[src/rtl/seq_arb_burst_requester_pkg.sv]
// Shared definitions for the round-robin grant-hold arbiter and its requester agents.
package seq_arb_burst_requester_pkg;

  localparam int NUM_REQS = 4;

  typedef enum logic [1:0] {
    IDLE  = 2'd0,
    REQ   = 2'd1,
    BURST = 2'd2
  } req_state_e;

endpackage

[src/rtl/seq_arb_burst_requester.sv]
// Requester agent: takes one burst command, wins an arbiter lane, holds it
// until every beat has been transferred, and emits base+index beats.
module seq_arb_burst_requester
  import seq_arb_burst_requester_pkg::*;
#(
  parameter int DATA_W = 8,
  parameter int LEN_W  = 4
) (
  input  logic              clk,
  input  logic              reset,
  input  logic              cmd_val,
  output logic              cmd_rdy,
  input  logic [LEN_W-1:0]  cmd_len,
  input  logic [DATA_W-1:0] cmd_data,
  output logic              req,
  output logic              hold,
  input  logic              grant,
  output logic              out_val,
  output logic [DATA_W-1:0] out_data,
  output logic              out_last
);

  req_state_e        state_q, state_d;
  logic [LEN_W-1:0]  count_q, count_d;
  logic [LEN_W-1:0]  len_q, len_d;
  logic [DATA_W-1:0] base_q, base_d;
  logic              is_last;

  assign is_last  = (count_q == len_q - LEN_W'(1));
  assign out_val  = req & grant;
  assign out_last = out_val & is_last;
  assign out_data = base_q + DATA_W'(count_q);

  // NOTE: every always_comb output gets a default before the case, so no
  // path leaves a signal unassigned and no latch is inferred.
  always_comb begin
    state_d = state_q;
    count_d = count_q;
    len_d   = len_q;
    base_d  = base_q;
    cmd_rdy = 1'b0;
    req     = 1'b0;
    hold    = 1'b0;
    case (state_q)
      IDLE: begin
        cmd_rdy = 1'b1;
        if (cmd_val) begin
          len_d   = (cmd_len == '0) ? LEN_W'(1) : cmd_len;
          base_d  = cmd_data;
          count_d = '0;
          state_d = REQ;
        end
      end
      REQ, BURST: begin
        // hold only once the lane is ours, so the first cycle lets the arbiter choose
        req  = 1'b1;
        hold = (state_q == BURST);
        if (grant) begin
          if (is_last) begin
            state_d = IDLE;
          end else begin
            count_d = count_q + LEN_W'(1);
            state_d = BURST;
          end
        end
      end
      default: state_d = IDLE;
    endcase
  end

  // NOTE: sequential state uses non-blocking assignments so every register
  // samples the pre-edge values regardless of statement order.
  always_ff @(posedge clk or negedge reset) begin
    if (!reset) begin
      state_q <= IDLE;
      count_q <= '0;
      len_q   <= '0;
      base_q  <= '0;
    end else begin
      state_q <= state_d;
      count_q <= count_d;
      len_q   <= len_d;
      base_q  <= base_d;
    end
  end

endmodule

[config.mk]
export PLATFORM = sky130hd
export DESIGN_NAME = seq_arb_burst_requester
export DESIGN_NICKNAME = d
export VERILOG_FILES = /design/src/rtl/seq_arb_burst_requester_pkg.sv /design/src/rtl/seq_arb_burst_requester.sv
export SDC_FILE = /design/constraint.sdc
export NUM_CORES = 1
export LEC_CHECK = 0
export CAP_MARGIN = 5
export CELL_PAD_IN_SITES_DETAIL_PLACEMENT = 1
export CELL_PAD_IN_SITES_GLOBAL_PLACEMENT = 1
export CORE_MARGIN = 4
export CORE_UTILIZATION = 37
export CTS_CLUSTER_DIAMETER = 120
export DETAILED_ROUTE_END_ITERATION = 16
export GPL_TIMING_DRIVEN = 0
export PLACE_DENSITY_LB_ADDON = 0.2
export SKIP_CTS_REPAIR_TIMING = 1
export SLEW_MARGIN = 0
export SYNTH_ARGS = -nofsm -noshare
export SYNTH_HDL_FRONTEND = slang
export SYNTH_SLANG_ARGS = --single-unit
[constraint.sdc]
create_clock -name clk -period 2.5 [get_ports clk]
set_clock_uncertainty 0.05 [all_clocks]
set_input_delay 0.75 -clock clk [delete_from_list [all_inputs] [get_ports clk]]
set_output_delay 0.75 -clock clk [all_outputs]
set_load 0.02 [all_outputs]
# Word level (Yosys, flattened, before mapping)
# Cells that the tools add are included.
[classes]
n_addsub = 3
n_eq_ne = 6
muxes = 12
bitwise = 2
reduce_logical = 7
[op_table]
columns = ["op", "count"]
rows = [
  ["2-to-1 mux 4 bit", 4],
  ["adder 8 x 4 -> 8 bit", 1],
  ["one-hot mux 4 bit (2 select lines)", 1],
  ["2-to-1 mux 2 bit", 3],
  ["inequality test 2 bit, second input constant", 3],
  ["adder 4 x 1 -> 4 bit, second input constant", 1],
  ["equality test 4 bit", 1],
  ["zero test 4 bit", 1],
  ["one-hot mux 2 bit (2 select lines)", 1],
  ["AND reduction 2 bit", 2],
  ["AND reduction 4 bit", 1],
  ["subtractor 4 x 1 -> 4 bit, second input constant", 1],
  ["2-to-1 mux 1 bit", 3],
  ["bitwise AND 1 bit", 2],
  ["equality test 2 x 1 -> 1 bit, second input constant", 1],
  ["equality test 2 bit, second input constant", 1],
  ["zero test 2 bit", 1],
  ["nonzero test 2 bit", 1],
  ["OR reduction 2 bit", 1],
]
[word_totals]
ff_bits = 18
in_bits = 16
output_inout_bits = 13
word_cells = 34

# Logic depth before layout (Yosys ltp)
[depth]
word_depth = 5
depth_mapped = 8
depth_no_buf = 8

# Worst setup path before layout
# OpenSTA, ideal clock, no wires.
[synth_path]
path_kind = "register to output"
startpoint = "register count_q[0]"
endpoint = "output out_data[6]"
t_arrival_ns = 1.794
t_required_ns = 1.700
path_slack_ns = -0.094
stages_incl_launch_ff = 9
path_buffers = 0
cell_sequence = "dfrtp_1 ha_1 inv_1 fa_1 nor2b_1 o21ai_0 nand2b_1 nand3_1 xnor2_1"
[synth_via]
elab_chain_len = 1
[synth_lines]
columns = ["element", "line", "rtl"]
rows = [
  ["start, declared", "seq_arb_burst_requester.sv:24", "logic [LEN_W-1:0] count_q, count_d;"],
  ["start signal, assigned", "seq_arb_burst_requester.sv:81", "count_q <= count_d;"],
  ["adder 8 x 4 -> 8 bit", "seq_arb_burst_requester.sv:32", "assign out_data = base_q + DATA_W'(count_q);"],
  ["end, declared", "seq_arb_burst_requester.sv:19", "output logic [DATA_W-1:0] out_data,"],
]
# Every way passes these cells.

# Final worst setup path
[layout_path]
startpoint = "register count_q[0]"
endpoint = "output out_last"
[layout_via]
elab_chain_len = 2
[layout_lines]
columns = ["element", "line", "rtl"]
rows = [
  ["equality test 4 bit", "seq_arb_burst_requester.sv:29", "assign is_last = (count_q == len_q - LEN_W'(1));"],
  ["bitwise AND 1 bit", "seq_arb_burst_requester.sv:31", "assign out_last = out_val & is_last;"],
  ["end, declared", "seq_arb_burst_requester.sv:20", "output logic out_last"],
]
# Every way passes these cells.

==> out/results.txt <==
outcome: complete, but fails checks
violated checks: negative setup slack
Final Wtd Congestion: 0.723
fmax: 0.355 GHz
CTS tree: yes
GRT Util Overall: 0.153
Final WS setup: -316 ps
Fin Hold WS: 495 ps
Worst Path Required: 1700 ps
I/O pins: 29
Worst Hold Class: reg -> reg
area of the die: 0.00401 mm^2
WL final: 3390 um
most frequent cells after synthesis: 18 x dfrtp_1, 11 x inv_1, 11 x mux2_2, 11 x xnor2_1, 9 x ha_1
TNS Setup: -1380 ps
Synth area leaders: dfrtp_1 40%, mux2_2 11%, ha_1 10%
Die Y: 63.3 um
# diodes: 0
Post-Syn Area: 0.00113 mm^2
unrepaired setup endpoints after global routing: true
worst-skew pair later-pin latency: 300 ps
Critical Path Source Type: flip-flop
antenna violations before repair: 0
most repeated library cell on the critical path: buf_6
count leader, synth: dfrtp_1
worst-margin pin slew: 869 ps
Place WS: -682 ps
HPWL after detailed placement: 2180 um
cells after synthesis: 109
Slowest-stage cell, CP: or4_1
initial core utilization: 0.400
Leakage: 0.774 nW
Ys Warns: 0
Final Cycle Share: 1.13
H-tree levels: 1
fin. max-slew vios: 0
worst-path cell chain: buf_6 -> buf_4 -> xnor2_1 -> or4_1 -> buf_6 -> nor2_4 -> buf_6
Pre-antenna DRT Iters: 4
Post-synth ARST share: 1.00
# clock sinks: 18
Root Driver: clkbuf_4
Post-Syn Area per Cell: 10.4 um^2
site row count: 19
Layout area overhead: 50.4%
Max Cap Viol: 0
Unique masters post-synth: 31
first-pass GRT wire length: 4850 um
DR vias: 998
P per Cell Area: 1490 mW/mm^2
Port Buffers: 28
Congestion Overflow GR: 0
synthesis-stage register bit count: 18
EDFF count, synth: 0
Max-slew headroom: 0.419
Final nets: 186
largest net degree at the start of global routing: 19
layout cells sized above 1: 0.409
gate family responsible for the most delay along the worst path: simple AND/OR/NAND/NOR gates
clk buf depth: 2
vias per cell: 5.25
Syn Nets: 135
Buffers & Inverters on Critical Path: 4
post-synthesis sequential area ratio: 0.398
Synth area leader: dfrtp_1
CP arrival: 2020 ps
Finish-stage setup viols: 6
number of buffers created by CTS: 3
area share of the largest cell type after synthesis: 0.398
Min Clock Period, post-route: 2820 ps
First DRT Iteration DRCs: 16
Die Wd: 63.3 um
placed insts: 168
ys flop type: dfrtp_1
Routed wire per std cell: 17.8 um
CP Capture Type: primary output
largest stage delay on the critical path: 540 ps
vias in the first global route: 1069
Max VDD drop: 0.000870 V
# DRC: 0
worst-path maximum fanout: 5
Post-Layout Cell Count: 190
fin util: 0.602
final number of hold-violating endpoints: 0
clk slew on worst S/H paths: 120 ps
core area: 0.00283 mm^2
Antenna Nets Post-Route: 0
Setup CP Type: reg -> out
[per-stage QoR]
stage,area (um^2),total power (W)
2_1_floorplan,1140,0.00151
3_3_place_gp,1460,0.00196
3_5_place_dp,1460,0.00205
4_1_cts,1500,0.00225
5_1_grt,1700,0.00274
6_report,1700,0.00254
[logic make-up after synthesis]
logic type,Yosys count,share of synthesized area
xor gates and xnor gates,12,0.0929
and+or+nand+nor,25,0.114
AOI/OAI and AO/OA,18,0.102
DFF,18,0.398
buffers and inverters,14,0.0531
adders and majority gates,10,0.117
muxes,12,0.123
[worst paths after layout]
check,from,endpoint,slack [ps],cells past startpoint
worst max-delay path,count_q[0]$_DFFE_PN0P_,out_last,-320,7
worst min-delay path,base_q[7]$_DFFE_PN0P_,base_q[7]$_DFFE_PN0P_,490,1
worst max register to register,count_q[0]$_DFFE_PN0P_,count_q[2]$_DFFE_PN0P_,160,9
worst min register to register,base_q[7]$_DFFE_PN0P_,base_q[7]$_DFFE_PN0P_,490,1
max in group asynchronous,reset,count_q[3]$_DFFE_PN0P_,930,1
min in group asynchronous,reset,base_q[4]$_DFFE_PN0P_,880,1
[power breakdown]
part | switching (W) | internal, W | leakage [nW]
Sequential | 0.000168 | 0.000432 | 0.212
Clock | 0.000102 | 0.0000889 | 0.0210
Combinational | 0.000852 | 0.000893 | 0.542
[area by class of cell]
cell class,count,area (um^2)
timing repair buffer,46,404
sequential,18,455
inverter,11,41.3
multi-input combinational,77,703
tap,31,38.8
buffer,3,22.5
fill,314,1130
clock buffer,4,36.3
[sequential cells by signal, indices dropped and copies added (netlist names)]
| name | count |
|---|---|
| base_q | 8 |
| state_q | 2 |
| len_q | 4 |
| count_q | 4 |
[metal layers]
layer / up-vias / routed length [um] / GRT usage
met1: 495 / 1370 / 0.176
met4: 0 / 48 / 0.0323
met3: 4 / 141 / 0.0373
met5: - / 0 / 0
met2: 26 / 1830 / 0.283
li1: 473 / - / -
[cell usage in the layout (no fill, tap or decap), types with 4 or more instances in the layout]
cell type,instances
buf_4,23
clkdlybuf4s50_1,17
dfrtp_1,14
mux2_2,11
xnor2_1,10
inv_1,8
nand2_1,7
a21oi_1,6
ha_1,6
buf_6,4
nor2_1,4
dfrtp_2,4
Power figures use the tool's default switching activity.
==> patch 1: new RTL, same flow settings <==
Re-encode `req_state_e` (3 states) as one-hot, 3 bits wide.
--- a/src/rtl/seq_arb_burst_requester_pkg.sv
+++ b/src/rtl/seq_arb_burst_requester_pkg.sv
@@ -4,8 +4,8 @@
   localparam int NUM_REQS = 4;
 
-  typedef enum logic [1:0] {
-    IDLE  = 2'd0,
-    REQ   = 2'd1,
-    BURST = 2'd2
+  typedef enum logic [2:0] {
+    IDLE  = 3'b001,
+    REQ   = 3'b010,
+    BURST = 3'b100
   } req_state_e;
 
Behaviour: same outputs for any inputs over 10 cycles, from zero or initial values and one cycle with reset low; not proved beyond that.
==> patch 1 against the original RTL <==
- highest routed layer unchanged
- hold slack got worse by 0.032 ns
- sequential cell count rose by 1
- utilization fell by 2.4 points
- count of clock-buffer cells in the layout fell by 1
- first-iteration DRC count rose to 3.3 times the old value
- die area rose by 4.2%
- critical path type unchanged
- total power fell by 19%
- final area rose by 3.7%
- register-to-register slack improved by 0.35 ns
- area after synthesis rose by 4.8%
- the run still ends with negative setup slack left
- wire length barely moved
- combinational power fell by 26%
- setup slack improved by 0.049 ns
==> patch 1: results (changes against the original RTL) <==
[critical_path]
crit_end = out_data[6]  ; was out_last
r2r_cells = 8  ; was 9
reg2reg_from = len_q[1]$_DFFE_PN0P_  ; was count_q[0]$_DFFE_PN0P_
crit_arrival_ns = 1.97  ; was 2.02 ns
r2r_setup_slack_ns = 0.51  ; was 0.16 ns

[logic_synthesis]
yosys-mux-area-fraction_pct = 1.80  ; was 12.3%
synth.top_cells.by_count = nand2_1 (37), dfrtp_1 (18), inv_1 (10)  ; was dfrtp_1 (18), inv_1 (11), mux2_2 (11), xnor2_1 (11), ha_1 (9)
synth_seq_cells = 19  ; was 18
ys_top_cells_by_area = dfrtp_1 (38%), nand2_1 (12%), ha_1 (6.3%)  ; was dfrtp_1 (40%), mux2_2 (11%), ha_1 (10%)
ys_seq_area_share_pct = 40.2  ; was 39.8%
synth_cell_types = 34  ; was 31
synth_compound_area_share_pct = 10.6  ; was 10.2%

[timing]
worst_pin_slew_ns = 0.925  ; was 0.869 ns
setup_viol = 4  ; was 6
setup_ws_ns = -0.266  ; was -0.316 ns

[layout]
nNonClkInverters = 10  ; was 11
buffers = 42  ; was 49
multi_input_cells = 101  ; was 77
multi_input_area_um2 = 786  ; was 703 µm²
drive_above_1_share_pct = 30.7  ; was 40.9%
finish.net_count = 200  ; was 186
n_fill_cell = 357  ; was 314

[global_route]
grt_pass1_vias = 1172  ; was 1069
met2_usage_pct = 28.1  ; was 28.3%
grt_max_degree = 20  ; was 19
grt_pass1_wl_um = 5220  ; was 4850 µm
grt_usage_pct = 15.7  ; was 15.3%

[worst_hold_path]
holdPathStages = 2  ; was 1
worstHoldEndpoint = len_q[3]$_DFFE_PN0P_  ; was base_q[7]$_DFFE_PN0P_

[die]
die_w_um = 64.6  ; was 63.3 µm

[place]
dpl.hpwl_um = 2300  ; was 2180 µm
gp_congestion = 0.755  ; was 0.723

[power_and_ir_drop]
pwr-share-seq_pct = 28.8  ; was 23.6%
power_switching_mw = 0.934  ; was 1.12 mW
pwr-share-clk_pct = 8.3  ; was 7.5%
p_leak_nw = 0.871  ; was 0.774 nW
p_int_mw = 1.12  ; was 1.41 mW

[detailed_routing]
wl_um = 3390  ; about the same
first_iter_violations = 52  ; was 16

[outcome]
violations = negative setup slack  ; unchanged
status = finished, violations left  ; unchanged

[cts]
insertion_delay_ns = 0.32  ; was 0.30 ns

patch 1: critical path, cell delays in order, from the launching register on:
cell	delay (ns)
dfrtp_2	0.43
ha_4	0.14
inv_2	0.03
fa_2	0.35
nor2b_2	0.13
o21ai_2	0.08
a21oi_2	0.18
xor2_2	0.16
buf_6	0.13
patch 1: through the flow:
stage	setup TNS, ns	utilization (%)	hold WS [ns]	cells	setup WS, ns
floorplan	0	-	0.400	133	0.0245
global placement	-3.80	50.2	0.424	205	-0.758
detailed placement	-4.00	50.2	0.435	205	-0.794
CTS	-7.24	51.1	0.466	209	-1.02
global route	-1.22	57.8	0.510	220	-0.362
finish	-0.748	57.8	0.463	220	-0.266
patch 1: routing by layer:
layer	part of all wire, %	vias to the layer above
li1	-	541
met1	46	540
met2	51	20
met3	2.5	4
met4	1.1	0
met5	0	-
==> patch 2: new RTL, same flow settings <==
Without the edit above. `DATA_W`: 8 -> 7.
--- a/src/rtl/seq_arb_burst_requester.sv
+++ b/src/rtl/seq_arb_burst_requester.sv
@@ -4,5 +4,5 @@
   import seq_arb_burst_requester_pkg::*;
 #(
-  parameter int DATA_W = 8,
+  parameter int DATA_W = 7,
   parameter int LEN_W  = 4
 ) (
Ports: changed (resized cmd_data and out_data); port bits go from 29 to 27. The function was not compared with the original's and may differ.
==> patch 2 against the original RTL <==
- the run still ends with negative setup slack left
- clock power shrank 23%
- area after synthesis shrank 6.3%
- first-iteration DRC count grew 13%
- final area shrank 8.5%
- sequential cell count shrank 1
- wire length shrank 19%
- sequential share of layout area grew 0.81 points
- total power shrank 11%
- setup slack gained 0.0074 ns
- critical path type unchanged
- critical endpoint unchanged
==> patch 2: results (changes against the original RTL) <==
[place]
portBuffers = 26  ; was 28
place_area_um2 = 1370  ; was 1460 µm²
gp_congestion = 0.757  ; was 0.723
dp.cells = 158  ; was 168
dp_slack_ns = -0.679  ; was -0.682 ns

[power_and_ir_drop]
p_leak_nw = 0.718  ; was 0.774 nW

[global_route]
grt_usage_pct = 14.2  ; was 15.3%
grt_pass1_wl_um = 3960  ; was 4850 µm
grt_max_degree = 18  ; was 19

[worst_hold_path]
min-delay-start = base_q[2]$_DFFE_PN0P_  ; was base_q[7]$_DFFE_PN0P_

[timing]
relSlewSlack_pct = 47.1  ; was 41.9%
setup_ws_ns = -0.308  ; was -0.316 ns
fin_tns_setup_ns = -1.15  ; was -1.38 ns
setup_viol = 5  ; was 6

[cts]
clk_pin_slew_ns = 0.10  ; was 0.12 ns

[critical_path]
reg2reg_from = len_q[0]$_DFFE_PN0P_  ; was count_q[0]$_DFFE_PN0P_
critPathMaxFanout = 3  ; was 5

[logic_synthesis]
synth_cell_types = 29  ; was 31
synth.avg_cell_area_um2 = 10.5  ; was 10.4 µm²
yosys-mux-area-fraction_pct = 12.0  ; was 12.3%
ys_seq_area_share_pct = 40.1  ; was 39.8%
synth.top_cells.by_count = dfrtp_1 (17), mux2_2 (10), ha_1 (9), xnor2_1 (9)  ; was dfrtp_1 (18), inv_1 (11), mux2_2 (11), xnor2_1 (11), ha_1 (9)
synth-xor-area-share_pct = 9.09  ; was 9.29%

[layout]
drive_above_1_share_pct = 37.2  ; was 40.9%
largestRegisters = base_q: 7 flops, count_q: 4 flops, len_q: 4 flops  ; was base_q: 8 flops, count_q: 4 flops, len_q: 4 flops
layout.cells.non_filler = 179  ; was 190

[outcome]
violations = negative setup slack  ; unchanged
status = finished, violations left  ; unchanged

[detailed_routing]
routed_via_density = 5.09  ; was 5.25

## patch 2: worst max path at each step
| stage | start | endpoint | slack [ns] |
|---|---|---|---|
| 4_1_cts | count_q[0]$_DFFE_PN0P_ | out_data[6] | -1.02 |
| 2_1_floorplan | count_q[0]$_DFFE_PN0P_ | out_data[6] | -0.06 |
| 3_3_place_gp | count_q[0]$_DFFE_PN0P_ | out_data[6] | -0.65 |
| 3_5_place_dp | count_q[0]$_DFFE_PN0P_ | out_data[6] | -0.68 |
| 6_report | len_q[0]$_DFFE_PN0P_ | out_last | -0.31 |
| 5_1_grt | count_q[0]$_DFFE_PN0P_ | out_data[6] | -0.38 |
## patch 2: layer usage
metal	GRT usage, %	wire length (µm)
met5	0	0
met4	2.73	14
met1	15.1	1070
met3	3.77	78
met2	27.8	1600
## patch 2: critical path, cell delays in order (launching register included)
cell	delay, ns
dfrtp_1	0.39
buf_4	0.14
nor3_2	0.21
xnor2_1	0.09
or4_1	0.55
buf_6	0.15
nor2_4	0.07
buf_6	0.11
## patch 2: final cells by class
| class | instances | area [µm²] | area share [%] |
|---|---|---|---|
| Multi-Input combinational cell | 74 | 642 | 41.2 |
| Tap cell | 31 | 38.8 | 2.49 |
| Clock inverter | 1 | 5.00 | 0.322 |
| Inverter | 7 | 26.3 | 1.69 |
| Clock buffer | 3 | 22.5 | 1.45 |
| Buffer | 3 | 22.5 | 1.45 |
| Timing Repair Buffer | 43 | 370 | 23.8 |
| Sequential cell | 17 | 429 | 27.6 |
## patch 2: power by group
part	total, mW	leakage, nW	internal, mW	switching, mW
clock network	0.147	0.0177	0.0595	0.0873
logic	1.57	0.499	0.813	0.762
registers	0.543	0.202	0.408	0.136
